[config.mk]
export PLATFORM = sky130hd
export DESIGN_NAME = predec_class_dispatch
export DESIGN_NICKNAME = d
export VERILOG_FILES = /design/src/rtl/predec_pkg.sv /design/src/rtl/predec_class_dispatch_cred_cnt.sv /design/src/rtl/predec_class_dispatch.sv
export SDC_FILE = /design/constraint.sdc
export NUM_CORES = 1
export LEC_CHECK = 0
export CAP_MARGIN = 20
export CORE_ASPECT_RATIO = 0.5
export CORE_MARGIN = 2
export CORE_UTILIZATION = 55
export CTS_BUF_LIST = sky130_fd_sc_hd__clkbuf_8 sky130_fd_sc_hd__clkbuf_16
export CTS_CLUSTER_SIZE = 12
export DETAILED_ROUTE_END_ITERATION = 8
export DONT_BUFFER_PORTS = 1
export PLACE_DENSITY_LB_ADDON = 0.3
export SLEW_MARGIN = 20
export SYNTH_ARGS = -nofsm -noshare
export SYNTH_HDL_FRONTEND = slang
export SYNTH_SLANG_ARGS = --single-unit
[constraint.sdc]
create_clock -name clk -period 11.4 [get_ports clk]
set_input_delay 2.28 -clock clk [delete_from_list [all_inputs] [get_ports clk]]
set_output_delay 2.28 -clock clk [all_outputs]
set_load 0.01 [all_outputs]
[src/rtl/predec_pkg.sv]
// Shared definitions for the predecode class dispatcher: class-bit indices,
// port-select and dispatch-state enums, and the class-to-port decoder.
package predec_pkg;

    localparam int CLS_W = 13;

    localparam int CLS_ALU     = 0;
    localparam int CLS_SHIFT   = 1;
    localparam int CLS_MUL     = 2;
    localparam int CLS_LOAD    = 3;
    localparam int CLS_STORE   = 4;
    localparam int CLS_STORE2  = 5;
    localparam int CLS_FPU     = 6;
    localparam int CLS_LOADFPU = 7;
    localparam int CLS_SYS     = 8;
    localparam int CLS_JUMP    = 9;
    localparam int CLS_INDIR   = 10;
    localparam int CLS_POS0    = 11;
    localparam int CLS_RSV     = 12;

    typedef enum logic [2:0] {
        PORT_ALU = 3'd0,
        PORT_LSU = 3'd1,
        PORT_BR  = 3'd2,
        PORT_FPU = 3'd3,
        PORT_SYS = 3'd4
    } port_sel_e;

    typedef enum logic [1:0] {
        ST_RUN   = 2'd0,
        ST_DRAIN = 2'd1,
        ST_SYSI  = 2'd2
    } disp_state_e;

    typedef struct packed {
        port_sel_e port;
        logic      illeg;
    } port_dec_t;

    // Priority decode of a class vector. SYS wins over everything and
    // requests serialization; FPU ops fall back to ALU (flagged illegal)
    // when the FPU port is not built. POS0/RSV do not steer the op.
    function automatic port_dec_t decode_port(input logic [CLS_W-1:0] cls,
                                              input logic fpu_en);
        port_dec_t d;
        d.port  = PORT_ALU;
        d.illeg = 1'b0;
        if (cls[CLS_SYS]) begin
            d.port = PORT_SYS;
        end else if (cls[CLS_JUMP] || cls[CLS_INDIR]) begin
            d.port = PORT_BR;
        end else if (cls[CLS_LOAD] || cls[CLS_STORE] || cls[CLS_STORE2] || cls[CLS_LOADFPU]) begin
            d.port = PORT_LSU;
        end else if (cls[CLS_FPU]) begin
            if (fpu_en) begin
                d.port = PORT_FPU;
            end else begin
                d.port  = PORT_ALU;
                d.illeg = 1'b1;
            end
        end else if (cls[CLS_ALU] || cls[CLS_SHIFT] || cls[CLS_MUL]) begin
            d.port = PORT_ALU;
        end else begin
            d.port  = PORT_ALU;
            d.illeg = 1'b1;
        end
        return d;
    endfunction

endpackage

[src/rtl/predec_class_dispatch_cred_cnt.sv]
// Per-port credit counter. Starts full, decrements on take, increments on
// return; a simultaneous take and return cancel. A return at the maximum
// is held off and reported on ovf for the caller to latch.
module predec_cred_cnt #(
    parameter int MAX = 4
) (
    input  logic clk,
    input  logic rst,
    input  logic take,
    input  logic ret,
    output logic avail,
    output logic full,
    output logic ovf
);

    localparam int             CW     = $clog2(MAX + 1);
    localparam logic [CW-1:0]  MAX_V  = CW'(MAX);
    localparam logic [CW-1:0]  ONE_V  = CW'(1);
    localparam logic [CW-1:0]  ZERO_V = CW'(0);

    logic [CW-1:0] cnt_r;
    logic [CW-1:0] cnt_s;
    logic          ovf_s;

    // Next credit count and overflow detection
    always_comb begin
        cnt_s = cnt_r;
        ovf_s = 1'b0;
        if (take && !ret) begin
            cnt_s = cnt_r - ONE_V;
        end else if (ret && !take) begin
            if (cnt_r == MAX_V) begin
                cnt_s = cnt_r;
                ovf_s = 1'b1;
            end else begin
                cnt_s = cnt_r + ONE_V;
            end
        end else begin
            cnt_s = cnt_r;
        end
    end

    // Credit count register, loaded full on reset
    always_ff @(posedge clk or negedge rst) begin
        if (!rst) begin
            cnt_r <= MAX_V;
        end else begin
            cnt_r <= cnt_s;
        end
    end

    assign avail = (cnt_r != ZERO_V);
    assign full  = (cnt_r == MAX_V);
    assign ovf   = ovf_s;

endmodule

[src/rtl/predec_class_dispatch.sv]
// Predecode class dispatcher: in-order FIFO of predecoded ops, issued one per
// cycle to the alu/lsu/br(/fpu) ports under per-port credits, with SYS ops
// serialized behind a full credit drain and issued on the branch port.
// Optional FPU port and counter: define PREDEC_DISPATCH_FPU_EN.
module predec_class_dispatch
    import predec_pkg::*;
#(
    parameter int DEPTH    = 4,
    parameter int ALU_CRED = 4,
    parameter int LSU_CRED = 2,
    parameter int BR_CRED  = 2
`ifdef PREDEC_DISPATCH_FPU_EN
    ,
    parameter int FPU_CRED = 2
`endif
) (
    input  logic             clk,
    input  logic             rst,
    input  logic             in_vld,
    output logic             in_rdy,
    input  logic [31:0]      in_instr,
    input  logic [CLS_W-1:0] in_class,
    output logic             alu_vld,
    output logic [31:0]      alu_instr,
    output logic [CLS_W-1:0] alu_class,
    input  logic             alu_cred_ret,
    output logic             lsu_vld,
    output logic [31:0]      lsu_instr,
    output logic [CLS_W-1:0] lsu_class,
    input  logic             lsu_cred_ret,
    output logic             br_vld,
    output logic [31:0]      br_instr,
    output logic [CLS_W-1:0] br_class,
    input  logic             br_cred_ret,
`ifdef PREDEC_DISPATCH_FPU_EN
    output logic             fpu_vld,
    output logic [31:0]      fpu_instr,
    output logic [CLS_W-1:0] fpu_class,
    input  logic             fpu_cred_ret,
`endif
    output logic             alu_illeg,
    output logic             cred_err
);

`ifdef PREDEC_DISPATCH_FPU_EN
    localparam logic FPU_EN = 1'b1;
`else
    localparam logic FPU_EN = 1'b0;
`endif

    localparam int             AW      = $clog2(DEPTH);
    localparam int             FCW     = AW + 1;
    localparam logic [AW-1:0]  PTR_ONE = AW'(1);
    localparam logic [FCW-1:0] CNT_ONE = FCW'(1);
    localparam logic [FCW-1:0] CNT_ZER = FCW'(0);
    localparam logic [FCW-1:0] CNT_FUL = FCW'(DEPTH);

    // FIFO storage and bookkeeping
    logic [31:0]      instr_mem_r [DEPTH];
    logic [CLS_W-1:0] cls_mem_r   [DEPTH];
    logic [AW-1:0]    wr_ptr_r;
    logic [AW-1:0]    rd_ptr_r;
    logic [FCW-1:0]   fifo_cnt_r;
    logic             rdy_en_r;

    logic             push_s;
    logic             pop_s;
    logic             empty_s;
    logic             full_s;
    logic [31:0]      head_instr_s;
    logic [CLS_W-1:0] head_cls_s;
    port_dec_t        dec_s;

    disp_state_e      state_r;
    disp_state_e      state_s;
    port_sel_e        iss_port_s;
    logic             iss_illeg_s;
    logic             port_avail_s;

    logic alu_take_s, lsu_take_s, br_take_s;
    logic alu_avail_s, lsu_avail_s, br_avail_s;
    logic alu_full_s, lsu_full_s, br_full_s;
    logic alu_ovf_s, lsu_ovf_s, br_ovf_s;
    logic all_full_s;
    logic any_ovf_s;
    logic alu_iss_s, lsu_iss_s, br_iss_s;

    logic             alu_vld_r, lsu_vld_r, br_vld_r, alu_illeg_r, cred_err_r;
    logic [31:0]      alu_instr_r, lsu_instr_r, br_instr_r;
    logic [CLS_W-1:0] alu_class_r, lsu_class_r, br_class_r;

`ifdef PREDEC_DISPATCH_FPU_EN
    logic             fpu_take_s, fpu_avail_s, fpu_full_s, fpu_ovf_s, fpu_iss_s;
    logic             fpu_vld_r;
    logic [31:0]      fpu_instr_r;
    logic [CLS_W-1:0] fpu_class_r;
`endif

    assign empty_s      = (fifo_cnt_r == CNT_ZER);
    assign full_s       = (fifo_cnt_r == CNT_FUL);
    assign head_instr_s = instr_mem_r[rd_ptr_r];
    assign head_cls_s   = cls_mem_r[rd_ptr_r];
    assign dec_s        = decode_port(head_cls_s, FPU_EN);

    // A pop this cycle frees a slot, so a full FIFO still accepts a push
    assign in_rdy = rdy_en_r && (!full_s || pop_s);
    assign push_s = in_vld && in_rdy;

`ifdef PREDEC_DISPATCH_FPU_EN
    assign all_full_s = alu_full_s && lsu_full_s && br_full_s && fpu_full_s;
    assign any_ovf_s  = alu_ovf_s || lsu_ovf_s || br_ovf_s || fpu_ovf_s;
`else
    assign all_full_s = alu_full_s && lsu_full_s && br_full_s;
    assign any_ovf_s  = alu_ovf_s || lsu_ovf_s || br_ovf_s;
`endif

    // Credit availability for the port the head op decodes to
    always_comb begin
        port_avail_s = 1'b0;
        case (dec_s.port)
            PORT_ALU: port_avail_s = alu_avail_s;
            PORT_LSU: port_avail_s = lsu_avail_s;
            PORT_BR:  port_avail_s = br_avail_s;
`ifdef PREDEC_DISPATCH_FPU_EN
            PORT_FPU: port_avail_s = fpu_avail_s;
`endif
            default:  port_avail_s = 1'b0;
        endcase
    end

    // Dispatch FSM next state and issue decision
    always_comb begin
        state_s     = state_r;
        pop_s       = 1'b0;
        iss_port_s  = dec_s.port;
        iss_illeg_s = dec_s.illeg;
        case (state_r)
            ST_RUN: begin
                if (empty_s) begin
                    pop_s = 1'b0;
                end else if (dec_s.port == PORT_SYS) begin
                    state_s = ST_DRAIN;
                end else if (port_avail_s) begin
                    pop_s = 1'b1;
                end else begin
                    pop_s = 1'b0;
                end
            end
            ST_DRAIN: begin
                if (all_full_s) begin
                    state_s = ST_SYSI;
                end else begin
                    state_s = ST_DRAIN;
                end
            end
            ST_SYSI: begin
                // Head is the SYS op that caused the drain; it goes out on br for free
                pop_s       = 1'b1;
                iss_port_s  = PORT_BR;
                iss_illeg_s = 1'b0;
                state_s     = ST_RUN;
            end
            default: begin
                state_s = ST_RUN;
            end
        endcase
    end

    // Per-port issue strobes and credit consumption (SYS issue is credit-free)
    always_comb begin
        alu_iss_s  = pop_s && (iss_port_s == PORT_ALU);
        lsu_iss_s  = pop_s && (iss_port_s == PORT_LSU);
        br_iss_s   = pop_s && (iss_port_s == PORT_BR);
        alu_take_s = alu_iss_s && (state_r == ST_RUN);
        lsu_take_s = lsu_iss_s && (state_r == ST_RUN);
        br_take_s  = br_iss_s && (state_r == ST_RUN);
`ifdef PREDEC_DISPATCH_FPU_EN
        fpu_iss_s  = pop_s && (iss_port_s == PORT_FPU);
        fpu_take_s = fpu_iss_s && (state_r == ST_RUN);
`endif
    end

    predec_cred_cnt #(.MAX(ALU_CRED)) u_alu_cred (
        .clk(clk), .rst(rst), .take(alu_take_s), .ret(alu_cred_ret),
        .avail(alu_avail_s), .full(alu_full_s), .ovf(alu_ovf_s)
    );
    predec_cred_cnt #(.MAX(LSU_CRED)) u_lsu_cred (
        .clk(clk), .rst(rst), .take(lsu_take_s), .ret(lsu_cred_ret),
        .avail(lsu_avail_s), .full(lsu_full_s), .ovf(lsu_ovf_s)
    );
    predec_cred_cnt #(.MAX(BR_CRED)) u_br_cred (
        .clk(clk), .rst(rst), .take(br_take_s), .ret(br_cred_ret),
        .avail(br_avail_s), .full(br_full_s), .ovf(br_ovf_s)
    );
`ifdef PREDEC_DISPATCH_FPU_EN
    predec_cred_cnt #(.MAX(FPU_CRED)) u_fpu_cred (
        .clk(clk), .rst(rst), .take(fpu_take_s), .ret(fpu_cred_ret),
        .avail(fpu_avail_s), .full(fpu_full_s), .ovf(fpu_ovf_s)
    );
`endif

    // FIFO payload write; contents are don't-care once pointers are reset
    always_ff @(posedge clk) begin
        if (push_s) begin
            instr_mem_r[wr_ptr_r] <= in_instr;
            cls_mem_r[wr_ptr_r]   <= in_class;
        end
    end

    // FIFO pointers, occupancy, ready enable and dispatch state
    always_ff @(posedge clk or negedge rst) begin
        if (!rst) begin
            wr_ptr_r   <= '0;
            rd_ptr_r   <= '0;
            fifo_cnt_r <= CNT_ZER;
            rdy_en_r   <= 1'b0;
            state_r    <= ST_RUN;
        end else begin
            rdy_en_r <= 1'b1;
            state_r  <= state_s;
            if (push_s) begin
                wr_ptr_r <= wr_ptr_r + PTR_ONE;
            end
            if (pop_s) begin
                rd_ptr_r <= rd_ptr_r + PTR_ONE;
            end
            case ({push_s, pop_s})
                2'b10:   fifo_cnt_r <= fifo_cnt_r + CNT_ONE;
                2'b01:   fifo_cnt_r <= fifo_cnt_r - CNT_ONE;
                default: fifo_cnt_r <= fifo_cnt_r;
            endcase
        end
    end

    // Registered port outputs and sticky credit error
    always_ff @(posedge clk or negedge rst) begin
        if (!rst) begin
            alu_vld_r   <= 1'b0;
            lsu_vld_r   <= 1'b0;
            br_vld_r    <= 1'b0;
            alu_illeg_r <= 1'b0;
            cred_err_r  <= 1'b0;
            alu_instr_r <= 32'h0;
            lsu_instr_r <= 32'h0;
            br_instr_r  <= 32'h0;
            alu_class_r <= '0;
            lsu_class_r <= '0;
            br_class_r  <= '0;
        end else begin
            alu_vld_r   <= alu_iss_s;
            lsu_vld_r   <= lsu_iss_s;
            br_vld_r    <= br_iss_s;
            alu_illeg_r <= alu_iss_s && iss_illeg_s;
            cred_err_r  <= cred_err_r || any_ovf_s;
            if (alu_iss_s) begin
                alu_instr_r <= head_instr_s;
                alu_class_r <= head_cls_s;
            end
            if (lsu_iss_s) begin
                lsu_instr_r <= head_instr_s;
                lsu_class_r <= head_cls_s;
            end
            if (br_iss_s) begin
                br_instr_r <= head_instr_s;
                br_class_r <= head_cls_s;
            end
        end
    end

`ifdef PREDEC_DISPATCH_FPU_EN
    // Registered FPU port outputs
    always_ff @(posedge clk or negedge rst) begin
        if (!rst) begin
            fpu_vld_r   <= 1'b0;
            fpu_instr_r <= 32'h0;
            fpu_class_r <= '0;
        end else begin
            fpu_vld_r <= fpu_iss_s;
            if (fpu_iss_s) begin
                fpu_instr_r <= head_instr_s;
                fpu_class_r <= head_cls_s;
            end
        end
    end

    assign fpu_vld   = fpu_vld_r;
    assign fpu_instr = fpu_instr_r;
    assign fpu_class = fpu_class_r;
`endif

    assign alu_vld   = alu_vld_r;
    assign alu_instr = alu_instr_r;
    assign alu_class = alu_class_r;
    assign lsu_vld   = lsu_vld_r;
    assign lsu_instr = lsu_instr_r;
    assign lsu_class = lsu_class_r;
    assign br_vld    = br_vld_r;
    assign br_instr  = br_instr_r;
    assign br_class  = br_class_r;
    assign alu_illeg = alu_illeg_r;
    assign cred_err  = cred_err_r;

endmodule

# Word-level counts from Yosys, hierarchy flattened
# Memories as Yosys holds them, arrays and structs flattened.
# Index checks and enable logic that the tools add are counted.
[totals] n_memories=2 ff_bits=157 ram_bits=180 inputBits=51
[memory_table] memory="instr_mem_r" depth=4 width=32 rd=1 rd_ports_with_merged_regs=0 write_ports=1 line="predec_class_dispatch.sv:59" rtl="logic [31:0] instr_mem_r [DEPTH];"
[memory_table] memory="cls_mem_r" depth=4 width=13 rd=1 rd_ports_with_merged_regs=0 write_ports=1 line="predec_class_dispatch.sv:60" rtl="logic [CLS_W-1:0] cls_mem_r [DEPTH];"
[op_classes] n_reduce_logical=49 eq_ne=18 n_addsub=10 n_mux=40
[ops] op="$mux W1" count=21
[ops] op="$mux W2" count=9
[ops] op="$mux W3" count=6
[ops] op="$logic_and A1 B1 Y1" count=17
[ops] op="$reduce_bool A2 Y1" count=6
[ops] op="$logic_or A1 B1 Y1" count=10
[ops] op="$eq A3 B3 Y1 const B" count=3
[ops] op="$logic_not A3 Y1" count=3
[ops] op="$add A2 B1 Y2 const B" count=4
[ops] op="$eq A2 B2 Y1 const B" count=4
[ops] op="$reduce_and A2 Y1" count=4
[ops] op="$logic_not A1 Y1" count=7
[ops] op="$add A3 B1 Y3 const B" count=2
[ops] op="$eq A3 B1 Y1 const B" count=2
[ops] op="$eq A3 B2 Y1 const B" count=2
[ops] op="$ne A2 B1 Y1 const B" count=3
[ops] op="$pmux W3 S2" count=1
[ops] op="$sub A3 B1 Y3 const B" count=2
[ops] op="$eq A2 B1 Y1 const B" count=2
[ops] op="$ne A2 B2 Y1 const B" count=2
[ops] op="$pmux W2 S2" count=1
[ops] op="$sub A2 B1 Y2 const B" count=2
[ops] op="$pmux W1 S3" count=1
[ops] op="$reduce_bool A3 Y1" count=1
[ops] op="2 further kinds" count=2

# Depth between registers and ports, before layout
# An unclocked memory read counts as a cell.
[depth] ltp_word=22 mapped_depth=13 mapped_depth_nobuf=12

# By module
# A second synthesis with hierarchy kept.
[unflattened] cells_unflattened=653 area_unflattened_um2=12819.8
[by_module_without_submodules] module="predec_class_dispatch" cells_each=599 seq_area_each_um2=9158.8 n_inst=1 area_per_inst_um2=12263.0
[by_module_without_submodules] module="predec_cred_cnt (u_br_cred ...)" cells_each=15 seq_area_each_um2=51.3 n_inst=2 area_per_inst_um2=148.9
[by_module_without_submodules] module="predec_cred_cnt (u_alu_cred)" cells_each=24 seq_area_each_um2=76.3 n_inst=1 area_per_inst_um2=259.0

# Worst setup path before layout
# Ideal clock, no wire load.
[synth_timing] path_type="in2reg" from="in in_vld" to="mem cls_mem_r[0][0], enable pin" path_buffers=0 setup_time_ns=0.513 setup_slack_ns=5.091 t_arrival_ns=5.796 cell_stages=2 path_cell_list="nand2_1 > nor3b_1"
[synth_via] elab_chain_cells=3
[synth_rtl] element="from (decl)" line="predec_class_dispatch.sv:19" rtl="input logic in_vld,"
[synth_rtl] element="$logic_and A1 B1 Y1" line="predec_class_dispatch.sv:107" rtl="assign push_s = in_vld && in_rdy;"
[synth_rtl] element="$mux W1" line="predec_class_dispatch.sv:204" rtl="if (push_s) begin"
[synth_rtl] element="$mux W1 (implied by the code)" line="predec_class_dispatch.sv:206" rtl="cls_mem_r[wr_ptr_r] <= in_class;"
[synth_rtl] element="to (decl)" line="predec_class_dispatch.sv:60"
# Every way passes these cells.

# Worst setup path in the final report
[layout_timing] from="reg rd_ptr_r[0]" to="out in_rdy"
[layout_via] elab_chain_cells=15 elab_cells_between_ends=19 cone_classes="3 x eq/ne; 8 x mux; 7 x reduce/logical; 1 x memory"
[layout_rtl] element="from (decl)" line="predec_class_dispatch.sv:62" rtl="logic [AW-1:0] rd_ptr_r;"
[layout_rtl] element="from (signal assigned)" line="predec_class_dispatch.sv:225" rtl="rd_ptr_r <= rd_ptr_r + PTR_ONE;"
[layout_rtl] element="$mem_v2 Z4 W13 *"
[layout_rtl] element="$logic_or A1 B1 Y1 (3 in a row)" line="predec_pkg.sv:52" rtl="end else if (cls[CLS_LOAD] || cls[CLS_STORE] || cls[CLS_STORE2] || cls[CLS_LOADFPU]) begin"
[layout_rtl] element="$mux W1" line="predec_pkg.sv:52"
[layout_rtl] element="$mux W3" line="predec_pkg.sv:50" rtl="end else if (cls[CLS_JUMP] || cls[CLS_INDIR]) begin"
[layout_rtl] element="$mux W3 *" line="predec_pkg.sv:48" rtl="if (cls[CLS_SYS]) begin"
[layout_rtl] element="$eq A3 B2 Y1, or another cell as far along" line="predec_class_dispatch.sv:120" rtl="case (dec_s.port)"
[layout_rtl] element="$pmux W1 S3" line="predec_class_dispatch.sv:120"
[layout_rtl] element="$mux W1" line="predec_class_dispatch.sv:143" rtl="end else if (port_avail_s) begin"
[layout_rtl] element="$mux W1 *" line="predec_class_dispatch.sv:141" rtl="end else if (dec_s.port == PORT_SYS) begin"
[layout_rtl] element="$mux W1 *" line="predec_class_dispatch.sv:139" rtl="if (empty_s) begin"
[layout_rtl] element="$pmux W1 S2 *" line="predec_class_dispatch.sv:137" rtl="case (state_r)"
[layout_rtl] element="$logic_or A1 B1 Y1 *" line="predec_class_dispatch.sv:106" rtl="assign in_rdy = rdy_en_r && (!full_s || pop_s);"
[layout_rtl] element="$logic_and A1 B1 Y1 *" line="predec_class_dispatch.sv:106"
[layout_rtl] element="to (decl)" line="predec_class_dispatch.sv:20" rtl="output logic in_rdy,"
# Mark *: on every way between the ends. The rest lies on a longest branch, timed or not.

==> summary.txt <==
Synthesis
  – Post-synth ARST share: 46.6%
  – Post-synth EDFFs: 180
  – Main synth FF type: edfxtp_1
  – Register area share after synthesis: 71.9%
  – Syn. warnings: 0
  – Distinct cell type count after synthesis: 54
  – Syn Area/Cell: 19.5 um^2
  – Seq cells post-synth: 337
  – Cell count after synthesis: 665
  – Synthesized area: 13000 um^2
  – Post-synth net total: 729

Drt
  – Via density: 5.83
  – Routed wire length: 24.0 mm
  – Drt pass-1 iters: 4
  – # DRC: 0
  – WL met2: 11.9 mm
  – DR top layer: met4
  – Drt first-iter violations: 417
  – WL met1: 10.5 mm
  – Vias: 5931
  – Met3 WL: 1.17 mm
  – Post-DRT Antenna Nets: 0
  – WL/cell: 23.6 um

Placed design
  – DP Area: 13300 um^2
  – Number of port buffers: 0
  – DP HPWL: 14.6 mm
  – RD Place Congestion: 0.786

STA
  – Final min period: 6.24 ns
  – Final setup violation count: 0
  – Setup TNS: 0 ns
  – Max Clk Rate: 0.160 GHz
  – Relative slew margins: 34.9%
  – Worst Max-Slew Pin Slew: 0.976 ns
  – Final Skew: 0.0181 ns
  – Final Slew Violations: 0
  – Unrepaired setup endpoints after global routing: false
  – Final Hold Vio Count: 0
  – Final period utilization: 54.7%

Clocking
  – CTS root buffer: clkbuf_16
  – CTS Sinks: 337
  – Post-CTS setup buffers: 0
  – Worst-skew pair later-pin latency: 0.50 ns
  – Post-CTS Resized: 0
  – Clock transition at path regs: 0.06 ns
  – CTS Buffer Depth: 3
  – H-tree depth: 2
  – Num CTS Buffers: 34
  – CTS tree: built
  – CTS Hold Bufs: 0

Layout
  – Most frequent cells in the layout: edfxtp_1, dfrtp_1, mux2_2, mux4_2, inv_1
  – Nets: 749
  – Finished Cell Area: 14400 um^2
  – Synthesis-to-layout area growth: 10.6%
  – # diodes: 0
  – # fillers: 1587
  – Commonest non-fill, non-tap cell in the layout: edfxtp_1
  – Share of cells above drive strength 1: 33.2%

Global routing
  – Vias in the first global route: 6473
  – Antenna violations before repair: 0
  – Total track usage: 19.7%
  – First-pass GRT wire length: 37.5 mm
  – Grt total ovfl: 0
  – Largest net degree at the start of global routing: 158

Setup path
  – Worst-case reg-to-reg path depth: 11
  – Crit end category: primary output
  – CP Data Required Time: 9.12 ns
  – Crit path kind: register to primary output
  – Reg-to-reg endpoint: fifo_cnt_r[2]
  – Worst path arrival time: 3.96 ns
  – Crit Reg-Reg Startpoint: rd_ptr_r[0]
  – Startpoint Class: register
  – FF-to-FF setup slack: 6.82 ns
  – Crit path max fanout: 47

Min path
  – Worst min path class: register to register
  – Hold Path Depth: 1
  – Hold Path Origin: fifo_cnt_r[2]
  – Hold path endpoint: fifo_cnt_r[2]

Floorplanning
  – # IOs: 192
  – Area of the die: 24900 um^2
  – FP Rows: 39
  – Core area: 23000 um^2
  – Die Height: 113 um
  – Die width: 221 um
  – Initial core utilization: 56.5%

Pwr
  – Power per cell area: 248 nW/um^2
  – Peak VDD IR: 0.000134 V
  – Pleak: 5.97 nW

Outcome
  – Status: finished, final reports clean

Job
  – Max-Cap Viols: 0
-- how the worst max path moves through the flow --
| stage | startpoint | endpoint | slack, ns | cells after the start |
|---|---|---|---|---|
| after floorplan | in_vld | cls_mem_r[0][0] | 5.09 | 2 |
| after global placement | rd_ptr_r[0] | in_rdy | 5.68 | 5 |
| after detailed placement | rd_ptr_r[0] | in_rdy | 5.62 | 5 |
| after CTS | rd_ptr_r[0] | in_rdy | 5.07 | 5 |
| after global routing | rd_ptr_r[0] | in_rdy | 4.85 | 5 |
| final | rd_ptr_r[0] | in_rdy | 5.16 | 5 |
-- critical path, stage by stage (launching register included) --
cell     delay (ns)
dfrtp_4        1.04
mux4_2         0.63
or4_1          0.69
mux2i_1        0.25
a21oi_1        0.62
nor2b_1        0.20
-- sequential cells by signal, summed over array words and instances (netlist names), 3 cells and up --
name and count:
alu_class 13, alu_instr 32, br_class 13, br_instr 32, cls_mem_r 52, fifo_cnt_r 3
instr_mem_r 128, lsu_class 13, lsu_instr 32, u_alu_cred.cnt_r 3
-- metrics by stage --
step | utilization [%] | total power, mW | hold WS (ns) | setup slack, ns | instances
floorplan | - | 2.36 | 0.447 | 5.09 | 665
global placement | 58.0 | 2.52 | 0.473 | 5.68 | 956
detailed placement | 58.0 | 2.56 | 0.492 | 5.62 | 956
CTS | 62.5 | 3.60 | 0.500 | 5.07 | 1018
global route | 62.5 | 3.72 | 0.521 | 4.85 | 1018
finish | 62.5 | 3.56 | 0.507 | 5.16 | 1018
-- metal layers --
metal,vias to the layer above,track usage [%]
met3,33,4.90
met5,-,0
met1,3213,26.6
met2,113,32.7
met4,0,4.83
li1,2572,-
-- kinds of logic after synthesis --
logic type | after synthesis | share of synthesized area [%]
mux | 171 | 19.8
xor+xnor | 11 | 0.742
other cells | 1 | 0.0289
fa+ha+maj | 13 | 1.37
simple gates | 69 | 3.43
compound gates | 19 | 1.06
flops | 337 | 71.9
buf+inv | 44 | 1.66
-- synth_stat cells (2+ instances only) --
library cell | n | area share [%]
a211oi_1 | 2 | 0.12
a21o_1 | 2 | 0.12
a21oi_1 | 4 | 0.15
and2_1 | 11 | 0.53
buf_1 | 2 | 0.058
buf_2 | 7 | 0.27
buf_4 | 3 | 0.17
buf_6 | 4 | 0.35
clkbuf_1 | 8 | 0.23
dfrtp_1 | 154 | 30
dfstp_2 | 3 | 0.61
edfxtp_1 | 180 | 42
fa_1 | 2 | 0.31
ha_1 | 11 | 1.1
inv_1 | 20 | 0.58
mux2_2 | 86 | 7.5
mux2_4 | 38 | 4.4
mux2i_1 | 2 | 0.15
mux4_2 | 45 | 7.8
nand2_1 | 5 | 0.14
nand2b_1 | 2 | 0.096
nand3_1 | 5 | 0.19
nor2_1 | 13 | 0.38
nor2b_1 | 3 | 0.14
nor3_1 | 5 | 0.19
nor3b_1 | 7 | 0.40
nor4bb_1 | 3 | 0.23
o21bai_1 | 2 | 0.12
or2_2 | 2 | 0.096
xnor2_1 | 6 | 0.40
xor2_1 | 5 | 0.34
-- cell type report --
class,instances,area [um^2],share of cell area (%)
Inverter,20,75.1,0.523
Sequential cell,337,9340,65.0
Clock buffer,39,953,6.64
Clock inverter,23,91.3,0.636
Timing Repair Buffer,8,60.1,0.418
Multi-Input combinational cell,284,3460,24.1
Tap cell,307,384,2.67
-- where the power goes --
group          internal (mW)  switching [mW]  total, mW
Combinational          0.383           0.278      0.661
Clock                  0.595           0.437       1.03
Sequential              1.55           0.311       1.86
(Power assumes the default switching activity.)
